## src/rtl/prog_counter_ext.sv

```systemverilog
// Program counter with absolute load, vector load, signed relative jump and increment.
// Define PC_HALT_BUG_EN to add a sticky flag that swallows the next increment after PC_HBUG.
module prog_counter_ext #(
    parameter int          WIDTH     = 16,
    parameter logic [31:0] RESET_VAL = 32'd0
) (
    input  logic             PC_CLK,
    input  logic             PC_RST,
    input  logic             PC_LD,
    input  logic [WIDTH-1:0] PC_DIN,
    input  logic             PC_VEC,
    input  logic [3:0]       PC_VSEL,
    input  logic             PC_REL,
    input  logic [7:0]       PC_OFS,
    input  logic             PC_INC,
    input  logic             PC_HBUG,
    output logic [WIDTH-1:0] PC_COUNT,
    output logic [WIDTH-1:0] PC_PREV,
    output logic             PC_WRAP,
    output logic             PC_VERR
);

    localparam logic [WIDTH-1:0] RST_V = RESET_VAL[WIDTH-1:0];

    logic [WIDTH-1:0] r_count;
    logic [WIDTH-1:0] r_prev;
    logic             r_wrap;
    logic             r_verr;

    logic [WIDTH-1:0] w_nxt_count;
    logic [WIDTH-1:0] w_nxt_prev;
    logic             w_nxt_wrap;
    logic             w_nxt_verr;
    logic             w_clr_flag;
    logic             w_suppress;
    logic             w_vsel_ok;
    logic [WIDTH-1:0] w_vec_val;
    logic [WIDTH-1:0] w_ofs_ext;

    // RST and interrupt vectors are contiguous: both reduce to 8*VSEL for VSEL 0..12
    assign w_vsel_ok = (PC_VSEL <= 4'd12);
    assign w_vec_val = WIDTH'({PC_VSEL, 3'b000});
    assign w_ofs_ext = WIDTH'($signed(PC_OFS));

`ifdef PC_HALT_BUG_EN
    logic r_hbug;
    assign w_suppress = r_hbug;

    always_ff @(posedge PC_CLK) begin
        if (PC_RST) begin
            r_hbug <= 1'b0;
        end else begin
            r_hbug <= PC_HBUG | (r_hbug & ~w_clr_flag);
        end
    end
`else
    logic w_unused_hbug;
    assign w_unused_hbug = PC_HBUG;
    assign w_suppress    = 1'b0;
`endif

    always_comb begin
        w_nxt_count = r_count;
        w_nxt_prev  = r_prev;
        w_nxt_wrap  = 1'b0;
        w_nxt_verr  = 1'b0;
        w_clr_flag  = 1'b0;
        if (PC_LD) begin
            w_nxt_count = PC_DIN;
            w_nxt_prev  = r_count;
            w_clr_flag  = 1'b1;
        end else if (PC_VEC) begin
            w_clr_flag = 1'b1;
            if (w_vsel_ok) begin
                w_nxt_count = w_vec_val;
                w_nxt_prev  = r_count;
            end else begin
                w_nxt_verr = 1'b1;
            end
        end else if (PC_REL) begin
            w_nxt_count = r_count + w_ofs_ext;
            w_nxt_prev  = r_count;
            w_clr_flag  = 1'b1;
        end else if (PC_INC) begin
            // a suppressed increment consumes the armed flag and changes nothing else
            w_clr_flag = 1'b1;
            if (!w_suppress) begin
                w_nxt_count = r_count + WIDTH'(1);
                w_nxt_prev  = r_count;
                w_nxt_wrap  = &r_count;
            end
        end
    end

    always_ff @(posedge PC_CLK) begin
        if (PC_RST) begin
            r_count <= RST_V;
            r_prev  <= RST_V;
            r_wrap  <= 1'b0;
            r_verr  <= 1'b0;
        end else begin
            r_count <= w_nxt_count;
            r_prev  <= w_nxt_prev;
            r_wrap  <= w_nxt_wrap;
            r_verr  <= w_nxt_verr;
        end
    end

    assign PC_COUNT = r_count;
    assign PC_PREV  = r_prev;
    assign PC_WRAP  = r_wrap;
    assign PC_VERR  = r_verr;

endmodule

```

## config.mk

```make
export PLATFORM = sky130hd
export DESIGN_NAME = prog_counter_ext
export DESIGN_NICKNAME = d
export VERILOG_FILES = /design/src/rtl/prog_counter_ext.sv
export SDC_FILE = /design/constraint.sdc
export NUM_CORES = 1
export LEC_CHECK = 0
export BUFFER_PORTS_ARGS = -buffer_cell sky130_fd_sc_hd__buf_2
export CAP_MARGIN = 30
export CORE_MARGIN = 2
export CORE_UTILIZATION = 54
export CTS_BUF_LIST = sky130_fd_sc_hd__clkbuf_4 sky130_fd_sc_hd__clkbuf_8
export DETAILED_ROUTE_END_ITERATION = 16
export PLACE_DENSITY = 0.83
export SETUP_SLACK_MARGIN = 0.1
export SYNTH_ARGS = -nofsm -noshare
export SYNTH_HDL_FRONTEND = slang
export SYNTH_SLANG_ARGS = --single-unit
```

## constraint.sdc

```tcl
create_clock -name PC_CLK -period 3 [get_ports PC_CLK]
set_input_delay 0.6 -clock PC_CLK [delete_from_list [all_inputs] [get_ports PC_CLK]]
set_output_delay 0.6 -clock PC_CLK [all_outputs]
set_load 0.02 [all_outputs]
```

## Word level (Yosys, flattened, before mapping)

Index checks and enable logic that the tools add are counted.

- Order comparisons: 1
- Reductions and logical operators: 5
- Muxes and demuxes: 11
- Add/sub/neg operators: 2
- Equal/unequal tests: 1
- Bitwise operators: 2

Operators with widths:

| kind | number |
|---|---|
| 16-bit 2-to-1 mux | 10 |
| 16-bit by 1-bit adder with 16-bit output, second input constant | 1 |
| 16-bit adder | 1 |
| 16-bit AND reduction | 1 |
| 5-bit OR reduction | 1 |
| 4-bit <= comparator, second input constant | 1 |
| 4-bit nonzero test | 1 |
| 3-bit by 2-bit inequality test with 1-bit output, second input constant | 1 |
| 3-bit OR reduction | 1 |
| 1-bit NOT | 2 |
| 2-bit AND reduction | 1 |
| 1-bit 2-to-1 mux | 1 |

- Register bits: 34
- Logic and storage cells: 26
- Input port bits: 35

## Depth between registers and ports, before layout

Gate-level depths: netlist (run 1).

- Word-level depth: 5
- Mapped depth: 11

## Worst setup path before layout (run 1)

OpenSTA, ideal clock, no wires.

- Path kind: in2reg
- Start: input port PC_REL
- End: register r_count[10] (netlist: PC_COUNT[10])
- Setup slack: 0.173 ns
- Path buffers: 1
- Data required time: 2.873 ns
- Stages on the path: 11
- Arrival time: 2.700 ns
- Library setup time: 0.127 ns
- Cells stage by stage: clkbuf_1 -> nand2b_1 -> ha_1 -> inv_1 -> fa_1 -> nor2b_4 -> o2111a_2 -> o21a_1 -> or4_1 -> and3_1 -> or3_1

- Cells in the longest elaborated chain, start to end: 3
- Elaborated cells on any way between the ends: 5

Ends and longest elaborated chain:

| element | RTL line | RTL |
|---|---|---|
| start: declaration | 13 | `input logic PC_REL,` |
| 16-bit 2-to-1 mux | 80 | `end else if (PC_REL) begin` |
| 16-bit 2-to-1 mux | 72 | `end else if (PC_VEC) begin` |
| 16-bit 2-to-1 mux | 68 | `if (PC_LD) begin` |
| end signal: assignment | 102 | `r_count <= w_nxt_count;` |
| end: declaration | 25 | `logic [WIDTH-1:0] r_count;` |

Parallel ways exist; a longest one is shown, timed or not.
A chain may end at the register's enable or synchronous reset.

## Worst setup path in the final report (run 1)

Same ends and word-level chain as after synthesis.

==> key figures, run 1 <==
CTS
  • Post-CTS sizing: 0
  • CTS Hold Buffers Added: 0
  • Max clock buf depth: 2
  • CTS sink count: 34
  • Root Driver: clkbuf_8
  • CTS clk-pin slew, worst paths: 0.07 ns
  • Clock Latency Late Sink: approximately 0.29 ns
  • TritonCTS clock tree: built
  • Post-CTS Setup Repair Bufs: 0
  • Num CTS Buffers: 5
  • Number of H-tree levels: 2

Place
  • Routability cong.: around 0.93
  • DP Cell Count: approximately 400
  • Placed cell area: between 2000 and 3000 sq um
  • PortBufs: 67
  • Post-DP HPWL: a little under 5000 microns
  • Setup WS pre-CTS: around 0.11 ns

Route
  • Final wirelength: between 6000 and 7000 microns
  • DRT antenna net count: 0
  • Initial DRC count: between 200 and 250
  • Vias: roughly 2,600
  • DRC errors left: 0
  • DR pass1 iterations: 6
  • WL/cell: around 16 microns
  • Via-to-Cell Ratio: 6.18

Pwr
  • Pwr dens: a little under 500 nW/um^2
  • Maximum vdd ir drop: approximately 190 uV
  • Leak Pwr: ~1.2 nW

Setup path
  • Required time worst endpoint: approximately 3.2 ns
  • Critical Path AT: between 2 and 3 ns
  • Reg2Reg Setup Slack: ~0.54 ns
  • CP endpoint kind: flop
  • Peak fanout along the critical path: 9
  • Worst Setup Start Kind: primary input
  • Kind of critical path: in -> reg

Synth
  • Syn. warnings: 0
  • Synth Flop Type: dfxtp_1
  • Post-synthesis compound-gate area fraction: 0.294
  • Post-synthesis sequential area ratio: 0.292
  • Net Count, Synth: between 300 and 400
  • Synth area leader: dfxtp_1
  • Distinct cells, synth: between 60 and 70
  • FFs w/ async S/R, synth: 0
  • Synth Area per Inst: a little under 8 sq um
  • Dominant cells by area after synthesis: dfxtp_1 (29%), nand2_1 (7.7%), a21oi_1 (6.6%)
  • Adder-cell share of the synthesized area: 0.0568
  • Number of synthesized flops with an enable pin: 0
  • Synth Area in XOR/XNOR: 0.0225
  • Synth Register Bits: 34
  • Mapped Area: ~2300 sq um
  • Post-Synth Simple-Gate Area: 0.246
  • Syn Inst Count: approximately 300
  • Top cell type's share of synthesized area: 0.292
  • Mux share of post-synthesis cell area: 0.0214
  • Largest family of logic cells by synthesized area: compound AO/OA/AOI/OAI gates

Floorplan
  • Core area: a little over 4000 sq um
  • Die Wd: around 70 microns
  • IO Pins: around 70
  • Row count: 23
  • Die Area: between 4000 and 5000 sq um
  • Initial Utilization: 0.571
  • Die Y: between 60 and 70 microns

Cells and area
  • Final Cell Area: approximately 2800 sq um
  • Number of diodes: 0
  • Layout Nets: around 410
  • Area added between synthesis and finish: 21.0%
  • Ratio of cells with drive above 1 in the final layout: 0.261
  • Final non-filler cell total: roughly 410

Run status
  • Outcome: completed

Flow run
  • Max Cap Viol: 0

STA
  • Worst-Margin Slew: about 0.68 ns
  • Final hold vios: 0
  • Final setup vio count: 0
  • RSZ-0062 raised after global routing: no
  • Relative slew slack: 0.548
  • Final WS setup: ~0.4 ns
  • Final slew viol count: 0
  • Final Skew: 0.00658 ns
  • Post-layout min period: 2.61 ns
  • Fin Setup TNS: 0 ns
  • Final worst path period share: 0.870
  • Fmax: ~380 MHz

Global routing
  • Global-route wire length before repair: approximately 11,000 microns
  • Largest net degree at the start of global routing: 27
  • Vias in the first global route: about 2,400
  • GRT Util Overall: 0.276
  • Overflow left after global routing: 0
  • Initial antenna violation count: 0

Hold path
  • Hold Crit Class: reg -> reg
[final cells by class]
type                            instances  area (sq um)
Clock buffer                            5          68.8
Clock inverter                          3          68.8
Fill cell                             378          1260
Inverter                               14          52.6
Multi-Input combinational cell        233          1490
Sequential cell                        34           681
Tap cell                               50          62.6
Timing Repair Buffer                   75           395
[critical path, stage by stage]
cell     delay (ns)
buf_2          0.14
buf_4          0.17
and2_1         0.14
ha_1           0.34
a21oi_1        0.15
nand2_1        0.12
o21a_1         0.23
or4_1          0.43
and3_1         0.16
or3_1          0.30
[final timing paths]
path / start / to / cells past startpoint
min: PC_PREV[3] / PC_PREV[3] / 2
min reg2reg: PC_PREV[3] / PC_PREV[3] / 2
max: PC_REL / PC_COUNT[10] / 10
max reg2reg: PC_COUNT[0] / PC_COUNT[10] / 9
[power breakdown]
group          total (mW)  switching [mW]  internal, mW
registers           0.522          0.0419         0.480
clock network       0.517           0.184         0.333
logic               0.316           0.186         0.130
[stage by stage]
| stage | total power, mW | utilization | hold WS [ns] |
|---|---|---|---|
| floorplan | 0.746 | - | 0.535 |
| global placement | 0.835 | 0.657 | 0.439 |
| detailed placement | 0.843 | 0.657 | 0.443 |
| CTS | 1.36 | 0.691 | 0.453 |
| global route | 1.42 | 0.691 | 0.475 |
| finish | 1.36 | 0.691 | 0.449 |
[flip-flops by register name, summed over array words and instances (netlist names)]
name      flops
PC_PREV      16
PC_VERR       1
PC_WRAP       1
PC_COUNT     16
[cell usage in the layout (no fill, tap or decap), types with 5 or more instances in the layout]
cell type  netlist  layout
o31ai_1          5       5
o211ai_1         5       5
o21ai_1          8       8
inv_1           13      13
buf_4            1       8
nor3_1           8       8
nor2_1          16      16
buf_2            4      67
nand4_1          5       5
a21oi_1         31      31
mux2i_1          5       5
ha_1             9       9
nand2_1         48      48
clkbuf_8         0       5
o21ai_0          6       6
dfxtp_1         34      34
and2_1           6       6
xnor2_1          5       5
a211oi_1         7       7
[cell families after synthesis]
logic type,after synthesis
AND/OR/NAND/NOR,114
AO/OA/AOI/OAI,98
buffers and inverters,34
flip-flops,34
adder cells (fa/ha/maj),10
XOR/XNOR,6
multiplexers,5
[synth_stat cells (all sizes together), types with 4 or more instances]
cell / instances
a211oi: 8
nor3: 8
dfxtp: 34
o211ai: 5
nor2: 16
a21oi: 32
buf: 10
nand2: 48
or3: 5
nand3: 4
o31ai: 5
clkbuf: 10
inv: 14
or4: 4
and2: 6
o21ai: 14
xnor2: 5
a211o: 4
mux2i: 5
nand4: 5
ha: 9
[routing by layer]
metal | up-vias | global-route usage | part of all wire
li1 | 1225 | - | -
met1 | 1171 | 0.380 | 0.43
met2 | 150 | 0.434 | 0.46
met3 | 14 | 0.0378 | 0.093
met4 | 0 | 0.118 | 0.018
met5 | - | 0 | 0
No activity file was read; power rests on OpenSTA's default activity.
==> inputs of run 2 (changes only) <==
--- a/config.mk
+++ b/config.mk
@@ -8,11 +8,9 @@
 export BUFFER_PORTS_ARGS = -buffer_cell sky130_fd_sc_hd__buf_2
 export CAP_MARGIN = 30
 export CORE_MARGIN = 2
-export CORE_UTILIZATION = 54
-export CTS_BUF_LIST = sky130_fd_sc_hd__clkbuf_4 sky130_fd_sc_hd__clkbuf_8
+export CORE_UTILIZATION = 40
+export CTS_BUF_LIST = sky130_fd_sc_hd__clkbuf_4 sky130_fd_sc_hd__clkbuf_8 sky130_fd_sc_hd__clkbuf_16
 export DETAILED_ROUTE_END_ITERATION = 16
-export PLACE_DENSITY = 0.83
-export SETUP_SLACK_MARGIN = 0.1
 export SYNTH_ARGS = -nofsm -noshare
 export SYNTH_HDL_FRONTEND = slang
 export SYNTH_SLANG_ARGS = --single-unit
==> run 2 against run 1 <==
  * Cell count is 5.3% higher
  * Clock skew increased by 0.0051 ns
  * Combinational power is 2% higher
  * Final area up 0.97%
  * Largest cell class unchanged
==> key figures, run 2 (synthesis results as in run 1) <==
Route
  • Initial DRC count: approximately 180
  • Via-to-Cell Ratio: about 5.6
  • DRC errors left: 0
  • WL/cell: 16.3 microns
  • Vias: 2,456
  • Final wirelength: 7090 microns
  • DR pass1 iterations: 4
  • DRT antenna net count: 0

STA
  • Relative slew slack: 0.561
  • Post-layout min period: 2.70 ns
  • Final Skew: between 0.01 and 0.015 ns
  • Worst hold slack: roughly 0.45 ns
  • Final setup vio count: 0
  • Final slew viol count: 0
  • Final worst path period share: 0.902
  • Fmax: roughly 370 MHz
  • Fin Setup TNS: 0 ns
  • Worst-Margin Slew: roughly 0.66 ns
  • Final hold vios: 0
  • RSZ-0062 raised after global routing: no

CTS
  • CTS clk-pin slew, worst paths: about 0.08 ns
  • Clock Latency Late Sink: roughly 0.29 ns
  • Number of H-tree levels: 2
  • Num CTS Buffers: 5
  • CTS sink count: 34
  • TritonCTS clock tree: built
  • Max clock buf depth: 2
  • Root Driver: clkbuf_8
  • Post-CTS sizing: 0
  • Post-CTS Setup Repair Bufs: 0
  • CTS Hold Buffers Added: 0

Global routing
  • Global-route wire length before repair: around 11,000 microns
  • Initial antenna violation count: 0
  • Overflow left after global routing: 0
  • Largest net degree at the start of global routing: 24
  • Vias in the first global route: approximately 2,200
  • GRT Util Overall: 0.221

Floorplan
  • Die Wd: 80.4 microns
  • Die Y: approximately 80 microns
  • IO Pins: 69
  • Initial Utilization: 0.419
  • Core area: between 5000 and 6000 sq um
  • Die Area: 6460 sq um
  • Row count: 27

Run status
  • Outcome: completed

Setup path
  • Kind of critical path: in -> reg
  • Worst Setup Start Kind: primary input
  • Required time worst endpoint: between 3 and 4 ns
  • Critical Path AT: 2.88 ns
  • Peak fanout along the critical path: 9
  • CP endpoint kind: flop
  • Reg2Reg Setup Slack: about 0.52 ns

Cells and area
  • Final Cell Area: approximately 2900 sq um
  • Area added between synthesis and finish: 22.1%
  • Number of diodes: 0
  • Ratio of cells with drive above 1 in the final layout: 0.261
  • Layout Nets: just over 400
  • Filler cells: a little under 600
  • Most common cell after layout, fill and taps aside: buf_2
  • Commonest non-fill, non-tap cells in the layout: buf_2 (67), nand2_1 (48), dfxtp_1 (34), a21oi_1 (31), nor2_1 (16)

Pwr
  • Leak Pwr: between 1 and 1.5 nW
  • Maximum vdd ir drop: between 150 and 200 uV
  • Pwr dens: approximately 480 nW/um^2

Place
  • PortBufs: 67
  • Post-DP HPWL: ~5300 microns
  • Placed cell area: 2710 sq um
  • Routability cong.: around 0.93

Flow run
  • Max Cap Viol: 0

Hold path
  • Hold Crit Class: reg -> reg
run 2: final timing paths:
path,end,depth (start not counted),startpoint
max,PC_COUNT[10],11,PC_REL
min,PC_PREV[15],2,PC_PREV[15]
max reg2reg,PC_COUNT[10],9,PC_COUNT[0]
min reg2reg,PC_PREV[15],2,PC_PREV[15]
run 2: per-stage QoR:
stage / util / total power [mW] / std cells / setup slack, ns
2_1_floorplan: - / 0.746 / 301 / 0.173
5_1_grt: 0.511 / 1.41 / 436 / 0.216
3_3_place_gp: 0.487 / 0.845 / 428 / 0.0550
3_5_place_dp: 0.487 / 0.848 / 428 / 0.0438
4_1_cts: 0.511 / 1.36 / 436 / 0.331
6_report: 0.511 / 1.35 / 436 / 0.295
run 2: where the power goes:
group | switching [mW] | internal, mW | leakage (nW)
registers | 0.0386 | 0.480 | 0.279
logic | 0.191 | 0.131 | 0.888
clock network | 0.181 | 0.333 | 0.0683
run 2: layer usage:
| metal | routed length, microns | vias up | global-route usage | share of wire |
|---|---|---|---|---|
| met1 | 3360 | 1129 | 0.330 | 0.47 |
| met2 | 3140 | 96 | 0.338 | 0.44 |
| met4 | 38 | 0 | 0.0441 | 0.0054 |
| met5 | 0 | - | 0 | 0 |
| li1 | - | 1227 | - | - |
| met3 | 548 | 4 | 0.0303 | 0.077 |
run 2: cell type report:
type	count	area (sq um)	share of cell area
well taps	72	90.1	0.0316
clock buffers	5	68.8	0.0241
multi-input cells	233	1490	0.524
flip-flops and latches	34	681	0.239
repair buffers	75	395	0.139
clock inverters	3	68.8	0.0241
inverters	14	52.6	0.0184
run 2: critical path: stages:
cell and delay (ns):
buf_2 0.19, nand2b_1 0.09, ha_1 0.23, inv_1 0.08, fa_1 0.24, nor2b_4 0.06
o2111a_2 0.28, o21a_1 0.21, or4_1 0.43, and3_1 0.17, or3_1 0.30
